===== config.mk =====
export PLATFORM = sky130hd
export DESIGN_NAME = cordic_pipe
export DESIGN_NICKNAME = d
export VERILOG_FILES = /design/src/rtl/cordic_pkg.sv /design/src/rtl/cordic_stage.sv /design/src/rtl/cordic_pipe.sv
export SDC_FILE = /design/constraint.sdc
export NUM_CORES = 2
export LEC_CHECK = 0
export BUFFER_PORTS_ARGS = -buffer_cell sky130_fd_sc_hd__buf_2
export CAP_MARGIN = 25
export CORE_ASPECT_RATIO = 1.5
export CORE_MARGIN = 10
export CORE_UTILIZATION = 40
export CTS_CLUSTER_SIZE = 14
export DETAILED_ROUTE_END_ITERATION = 16
export PLACE_DENSITY = 0.58
export SYNTH_ARGS = -nofsm -noshare
export SYNTH_HDL_FRONTEND = slang
export SYNTH_HIERARCHICAL = 1
export SYNTH_SLANG_ARGS = --single-unit

===== constraint.sdc =====
create_clock -name clock -period 8.19 [get_ports clock]
set_input_delay 0.819 -clock clock [delete_from_list [all_inputs] [get_ports clock]]
set_output_delay 0.819 -clock clock [all_outputs]
set_load 0.1 [all_outputs]

===== src/rtl/cordic_pkg.sv =====
// Shared constants and payload types for the pipelined CORDIC rotator/vectorer.
package cordic_pkg;

    localparam int unsigned ANGLE_W = 32;

    localparam logic MODE_ROT = 1'b0;
    localparam logic MODE_VEC = 1'b1;

    // Asymptotic CORDIC gain (~1.646760) in Q16; outputs are left uncompensated.
    localparam int unsigned CORDIC_K_Q16 = 107922;

    // round(atan(2^-i) / (2*pi) * 2^32): a full turn spans the 32-bit phase range.
    localparam logic [ANGLE_W-1:0] atan_tbl [0:31] = '{
        32'd536870912, 32'd316933406, 32'd167458907, 32'd85004756,
        32'd42667331,  32'd21354465,  32'd10679838,  32'd5340245,
        32'd2670163,   32'd1335087,   32'd667544,    32'd333772,
        32'd166886,    32'd83443,     32'd41722,     32'd20861,
        32'd10430,     32'd5215,      32'd2608,      32'd1304,
        32'd652,       32'd326,       32'd163,       32'd81,
        32'd41,        32'd20,        32'd10,        32'd5,
        32'd3,         32'd1,         32'd1,         32'd0
    };

    // Control/phase payload that travels alongside x/y through every stage.
    typedef struct packed {
        logic               valid;
        logic               mode;
        logic [ANGLE_W-1:0] z;
    } cordic_ctl_t;

endpackage


===== src/rtl/cordic_stage.sv =====
// One registered CORDIC micro-rotation with a fixed shift index.
module cordic_stage
    import cordic_pkg::*;
#(
    parameter int unsigned SHIFT = 0,
    parameter int unsigned W     = 18
) (
    input  logic                clock,
    input  logic                reset,
    input  logic                en,
    input  cordic_ctl_t         ctl_in,
    input  logic signed [W-1:0] x_in,
    input  logic signed [W-1:0] y_in,
    output cordic_ctl_t         ctl_out,
    output logic signed [W-1:0] x_out,
    output logic signed [W-1:0] y_out
);

    localparam logic [ANGLE_W-1:0] ATAN = atan_tbl[SHIFT[4:0]];

    logic signed [W-1:0] x_sh;
    logic signed [W-1:0] y_sh;
    logic signed [W-1:0] x_nxt;
    logic signed [W-1:0] y_nxt;
    logic [ANGLE_W-1:0]  z_nxt;
    logic                dir_pos;

    // Rotation drives z toward zero; vectoring drives y toward zero.
    always_comb begin
        x_sh    = x_in >>> SHIFT;
        y_sh    = y_in >>> SHIFT;
        dir_pos = (ctl_in.mode == MODE_ROT) ? ~ctl_in.z[ANGLE_W-1] : y_in[W-1];
        x_nxt   = x_in;
        y_nxt   = y_in;
        z_nxt   = ctl_in.z;
        if (dir_pos) begin
            x_nxt = x_in - y_sh;
            y_nxt = y_in + x_sh;
            z_nxt = ctl_in.z - ATAN;
        end else begin
            x_nxt = x_in + y_sh;
            y_nxt = y_in - x_sh;
            z_nxt = ctl_in.z + ATAN;
        end
    end

    always_ff @(posedge clock) begin
        if (reset) begin
            ctl_out <= '0;
            x_out   <= '0;
            y_out   <= '0;
        end else if (en) begin
            ctl_out <= '{valid: ctl_in.valid, mode: ctl_in.mode, z: z_nxt};
            x_out   <= x_nxt;
            y_out   <= y_nxt;
        end
    end

endmodule


===== src/rtl/cordic_pipe.sv =====
// Fully pipelined CORDIC: quadrant pre-rotation register followed by STAGES
// iteration stages; one sample per advancing clock, rotation or vectoring per sample.
module cordic_pipe
    import cordic_pkg::*;
#(
    parameter int unsigned XY_SZ    = 16,
    parameter int unsigned STAGES   = 16,
    parameter int unsigned ANGLE_SZ = 32
) (
    input  logic                    clock,
    input  logic                    reset,
    input  logic                    en,
    input  logic                    in_valid,
    input  logic                    mode,
    input  logic [ANGLE_SZ-1:0]     angle,
    input  logic signed [XY_SZ-1:0] Xin,
    input  logic signed [XY_SZ-1:0] Yin,
    output logic                    out_valid,
    output logic                    mode_out,
    output logic signed [XY_SZ:0]   Xout,
    output logic signed [XY_SZ:0]   Yout,
    output logic [ANGLE_SZ-1:0]     Zout
);

    // Two guard bits: one so negating the most-negative input fits, one for growth.
    localparam int unsigned W = XY_SZ + 2;

    logic signed [W-1:0] x_ext;
    logic signed [W-1:0] y_ext;
    logic signed [W-1:0] x_rot;
    logic signed [W-1:0] y_rot;
    logic [ANGLE_W-1:0]  z_rot;

    cordic_ctl_t         ctl_pre;
    logic signed [W-1:0] x_pre;
    logic signed [W-1:0] y_pre;

    cordic_ctl_t         ctl_s [0:STAGES-1];
    logic signed [W-1:0] x_s   [0:STAGES-1];
    logic signed [W-1:0] y_s   [0:STAGES-1];

    logic unused_msb;

    // Fold the input into the +/-90 degree range the iterations can converge over.
    always_comb begin
        x_ext = W'(Xin);
        y_ext = W'(Yin);
        x_rot = x_ext;
        y_rot = y_ext;
        z_rot = angle;
        if (mode == MODE_VEC) begin
            z_rot = '0;
            if (Xin[XY_SZ-1]) begin
                x_rot = -x_ext;
                y_rot = -y_ext;
                z_rot = 32'h8000_0000;
            end
        end else begin
            case (angle[ANGLE_SZ-1 -: 2])
                2'b01: begin
                    x_rot = -y_ext;
                    y_rot = x_ext;
                    z_rot = {2'b00, angle[ANGLE_SZ-3:0]};
                end
                2'b10: begin
                    x_rot = y_ext;
                    y_rot = -x_ext;
                    z_rot = {2'b11, angle[ANGLE_SZ-3:0]};
                end
                default: ;
            endcase
        end
    end

    always_ff @(posedge clock) begin
        if (reset) begin
            ctl_pre <= '0;
            x_pre   <= '0;
            y_pre   <= '0;
        end else if (en) begin
            ctl_pre <= '{valid: in_valid, mode: mode, z: z_rot};
            x_pre   <= x_rot;
            y_pre   <= y_rot;
        end
    end

    for (genvar i = 0; i < STAGES; i++) begin : g_stage
        if (i == 0) begin : g_first
            cordic_stage #(.SHIFT(0), .W(W)) u_stage (
                .clock   (clock),
                .reset   (reset),
                .en      (en),
                .ctl_in  (ctl_pre),
                .x_in    (x_pre),
                .y_in    (y_pre),
                .ctl_out (ctl_s[0]),
                .x_out   (x_s[0]),
                .y_out   (y_s[0])
            );
        end else begin : g_next
            cordic_stage #(.SHIFT(i), .W(W)) u_stage (
                .clock   (clock),
                .reset   (reset),
                .en      (en),
                .ctl_in  (ctl_s[i-1]),
                .x_in    (x_s[i-1]),
                .y_in    (y_s[i-1]),
                .ctl_out (ctl_s[i]),
                .x_out   (x_s[i]),
                .y_out   (y_s[i])
            );
        end
    end

    // Last stage register is the output register; top guard bit is dropped.
    assign out_valid  = ctl_s[STAGES-1].valid;
    assign mode_out   = ctl_s[STAGES-1].mode;
    assign Zout       = ctl_s[STAGES-1].z;
    assign Xout       = x_s[STAGES-1][XY_SZ:0];
    assign Yout       = y_s[STAGES-1][XY_SZ:0];
    assign unused_msb = x_s[STAGES-1][W-1] ^ y_s[STAGES-1][W-1];

endmodule


==> Word level (Yosys, flattened, before mapping) <==
Index checks and enable logic that the tools add are counted.
{ "word_totals": {"register_bits": 1188, "inputBits": 69, "word_cells": 273} }
{ "classes": {"add_sub_neg": 97, "eq_ne": 2, "mux": 73, "bitwise": 16} }
{ "op_table": {"columns": ["cell", "n"], "rows": [
  ["18-bit 2-to-1 mux", 34],
  ["32-bit 2-to-1 mux", 18],
  ["18-bit case mux with 2 select lines", 2],
  ["32-bit case mux with 2 select lines", 1],
  ["18-bit by 10-bit adder with 18-bit output", 2],
  ["18-bit by 11-bit adder with 18-bit output", 2],
  ["18-bit by 12-bit adder with 18-bit output", 2],
  ["18-bit by 13-bit adder with 18-bit output", 2],
  ["18-bit by 14-bit adder with 18-bit output", 2],
  ["18-bit by 15-bit adder with 18-bit output", 2],
  ["18-bit by 16-bit adder with 18-bit output", 2],
  ["18-bit by 17-bit adder with 18-bit output", 2],
  ["18-bit by 4-bit adder with 18-bit output", 2],
  ["18-bit by 5-bit adder with 18-bit output", 2],
  ["18-bit by 6-bit adder with 18-bit output", 2],
  ["18-bit by 7-bit adder with 18-bit output", 2],
  ["18-bit by 8-bit adder with 18-bit output", 2],
  ["18-bit by 9-bit adder with 18-bit output", 2],
  ["16-bit negation with 18-bit output", 2],
  ["18-bit by 10-bit subtractor with 18-bit output", 2],
  ["18-bit by 11-bit subtractor with 18-bit output", 2],
  ["18-bit by 12-bit subtractor with 18-bit output", 2],
  ["18-bit by 13-bit subtractor with 18-bit output", 2],
  ["18-bit by 14-bit subtractor with 18-bit output", 2],
  ["other kinds (50)", 93]
]} }

==> Depth between registers and ports, before layout <==
{ "logic_depth": {"ltp_word": 3, "mapped_depth": 18, "ltp_nobuf": 17} }

==> By module <==
Netlist, hierarchy kept.
{ "by_module_without_submodules": {"columns": ["module", "n_inst", "cells_per_inst", "area_per_inst_um2"], "rows": [
  ["cordic_stage at g_stage[5].g_next.u_stage", 1, 800, 6256.0],
  ["cordic_stage at g_stage[12].g_next.u_stage", 1, 785, 6200.9],
  ["cordic_stage at g_stage[1].g_next.u_stage", 1, 791, 6190.9],
  ["cordic_stage at g_stage[9].g_next.u_stage", 1, 788, 6180.9],
  ["cordic_stage at g_stage[11].g_next.u_stage", 1, 755, 6142.1],
  ["cordic_stage at g_stage[2].g_next.u_stage", 1, 767, 6142.1],
  ["cordic_stage at g_stage[3].g_next.u_stage", 1, 782, 6137.1],
  ["cordic_stage at g_stage[15].g_next.u_stage", 1, 771, 6134.6],
  ["cordic_stage at g_stage[8].g_next.u_stage", 1, 747, 6130.9],
  ["cordic_stage at g_stage[13].g_next.u_stage", 1, 772, 6100.9],
  ["cordic_stage at g_stage[7].g_next.u_stage", 1, 784, 6060.8],
  ["cordic_stage at g_stage[6].g_next.u_stage", 1, 745, 5988.2],
  ["cordic_stage at g_stage[4].g_next.u_stage", 1, 733, 5941.9],
  ["cordic_stage at g_stage[10].g_next.u_stage", 1, 744, 5889.4],
  ["3 more rows", null, null, null]
]} }

==> Worst setup path before layout <==
Ideal clock, no wire load.
{ "synth_timing": {"path_type": "flip-flop to flip-flop", "start": "reg g_stage[12].g_next.u_stage.y_out[17]", "end": "reg g_stage[13].g_next.u_stage.y_out[16]", "setup_ps": 116, "arrival_ps": 4938, "required_time_ps": 8074, "slack_ps": 3136, "stages_incl_launch_ff": 16, "path_buffers": 1, "synth_period_minus_slack_ps": 5054, "cell_sequence": "dfxtp_1 > buf_2 > clkinv_1 > mux2i_1 > clkinv_1 > nand2_1 > o21ai_0 > fa_1 > a21o_1 > a21o_1 > a2111oi_4 > o31a_2 > nor2_2 > o41ai_1 > mux2_2 > a31o_2"} }
{ "synth_via": {"elab_chain_cells": 2} }
{ "synth_rtl": {"columns": ["element", "line", "source"], "rows": [
  ["start: declaration", "cordic_stage.sv:16", "output logic signed [W-1:0] y_out"],
  ["start signal: assignment", "cordic_stage.sv:55", "y_out <= y_nxt;"],
  ["1-bit 2-to-1 mux", "cordic_stage.sv:32", "dir_pos = (ctl_in.mode == MODE_ROT) ? ~ctl_in.z[ANGLE_W-1] : y_in[W-1];"],
  ["18-bit 2-to-1 mux", "cordic_stage.sv:36", "if (dir_pos) begin"],
  ["end signal: assignment", "cordic_stage.sv:55", null],
  ["end: declaration", "cordic_stage.sv:16", null]
]} }
Every way passes these cells.
A chain may end at the register's enable or synchronous reset.

==> Worst setup path after layout <==
Ends and elaborated chain as after synthesis.

==> flow_summary.yaml <==
outcome:
  status: "finished clean"
setup_path:
  cp.arrival_ps: 5640
  crit_chain: "clkinv_1, mux2i_2, clkinv_1, nand2_1, o21ai_0, fa_1, a21o_1, a21o_1, a2111oi_4, o31a_2, nor2_2, o41ai_1, mux2_2, a31o_2"
  endpoint_kind: "flop"
  crit_fanout: 25
  critPathLaunchType: "flop"
  crit_buf_inv: 2
  critPathKind: "flop to flop"
  worstPathRequired_ps: 8930
  rr_startpoint: "g_stage[12].g_next.u_stage/y_out[17]"
  max_stage_delay_ps: 690
  crit_start: "g_stage[12].g_next.u_stage/y_out[17]"
  path_delay_family: "compound AO/OA/AOI/OAI gates"
  crit_slowest_cell: "clkinv_1"
logic_synthesis:
  syn-cell-area_um2: 101000
  ys_warn_count: 6
  avgSynthCellArea_um2: 7.94
  syn-num-nets: 13900
  synthCells: 12700
sta:
  finalCriticalPeriod_ps: 4900
  clock.fmax_mhz: 204
  worst_pin_slew_ps: 1040
  setup_viol: 0
  finalHoldViolCount: 0
  skew_ps: 52.9
  fin_crit_sh: 0.599
  finalSetupTns_ps: 0
  slew_headroom: 0.301
  holdWs_ps: 207
  fin_ws_ps: 3290
  rsz0062_at_grt: "false"
  drv_slew: 0
routing:
  drc_errors: 0
  route.vias.total: 92800
  wl_per_cell_um: 19.6
  viasPerCell: 5.82
  firstDrtPassIters: 8
  drtAntennaViolNets: 0
  first_iter_violations: 5252
  wl_um: 312000
finish:
  postLayoutCellArea_um2: 110000
  layout-drive-gt1-share: 0.0611
  syn_to_final_growth_pct: 8.49
  final_common_cell: "nor2_1"
  nets: 13700
  final_cell_mix: "nor2_1, dfxtp_1, ha_1, nand2_1, a21oi_1"
  fillers: 25300
  final_core_util: 0.437
  stdcell_count: 16000
placement:
  placed_area_um2: 104000
  gp_congestion: 0.936
  place_inst: 15700
  place_ws_ps: 3280
  dp_hpwl_um: 244000
  port_buffers: 136
grt:
  grt_pass1_wl_um: 496000
  antenna_found_initial: 4
  grt_start_max_net_pins: 116
  overflow: 0
  grt_pass1_vias: 91400
  grt_usage: 0.217
floorplanning:
  die_y_um: 635
  rows: 225
  initial_core_util: 0.403
  core_area_um2: 251000
  design.die.area_um2: 273000
  io-pin-count: 137
  die_x_um: 430
min_path:
  hp-start: "angle[22]"
  hold_path_class: "primary input to flop"
clocking:
  h-tree-depth: 4
  cts_tree: "done"
  clk_path_buf_depth: 4
  hold_buffers: 0
  cts_root_buffer: "clkbuf_16"
  cts.repair.resized: 0
  cts_buffers: 152
  clkTransAtPathRegs_ps: 70
  clock-sinks: 1187
  cts_setup_buffers: 0
  clk_latency_ps: 840
pwr:
  p_leak_nw: 47.6
  finalPower_mw: 52.7
  ir_worst_vdd_v: 0.000216
  powerDensity_nw_per_um2: 481
flow_run:
  drv_cap: 0
[layer usage]
| layer | GRT usage | wire length (µm) |
|---|---|---|
| met3 | 0.0205 | 9500 |
| met1 | 0.237 | 124000 |
| met2 | 0.414 | 162000 |
| met5 | 0 | 0 |
| met4 | 0.103 | 16200 |
[worst min-delay path, cell delays in order]
cell,delay [ps]
buf_2,70
a22oi_1,50
nor2_1,70
[power breakdown]
group,switching [mW],internal (mW),leakage [nW],total [mW]
Clock,2.82,4.21,2.48,7.03
Sequential,2.22,7.62,9.79,9.84
Combinational,21.2,14.6,35.3,35.8
Total,26.3,26.4,47.6,52.7
[worst paths after layout]
kind,depth (start not counted),slack [ps],to
max reg2reg,14,3290,g_stage[13].g_next.u_stage/y_out[16]
max,14,3290,g_stage[13].g_next.u_stage/y_out[16]
min reg2reg,2,450,g_stage[9].g_next.u_stage/ctl_out[21]
min,3,210,ctl_pre[22]
[cell type report]
type                       count  area [µm²]  share of cell area
multi-input combinational  10500       73300               0.669
sequential                  1187       23800               0.217
clock buffer                 193        4250              0.0388
tap                         3291        4120              0.0376
inverter                     454        1700              0.0156
timing repair buffer         225        1500              0.0137
clock inverter                70         881             0.00804
antenna                        3        7.51           0.0000685
[state kept, by name, summed over array words and instances (netlist names)]
name / count
g_stage.g_next.u_stage/ctl_out: 510
g_stage.g_next.u_stage/x_out: 269
g_stage.g_next.u_stage/y_out: 269
ctl_pre: 34
g_stage.g_first.u_stage/ctl_out: 34
g_stage.g_first.u_stage/x_out: 18
x_pre: 18
y_pre: 18
g_stage.g_first.u_stage/y_out: 17
Note: power is estimated with default switching activity, not from simulation.
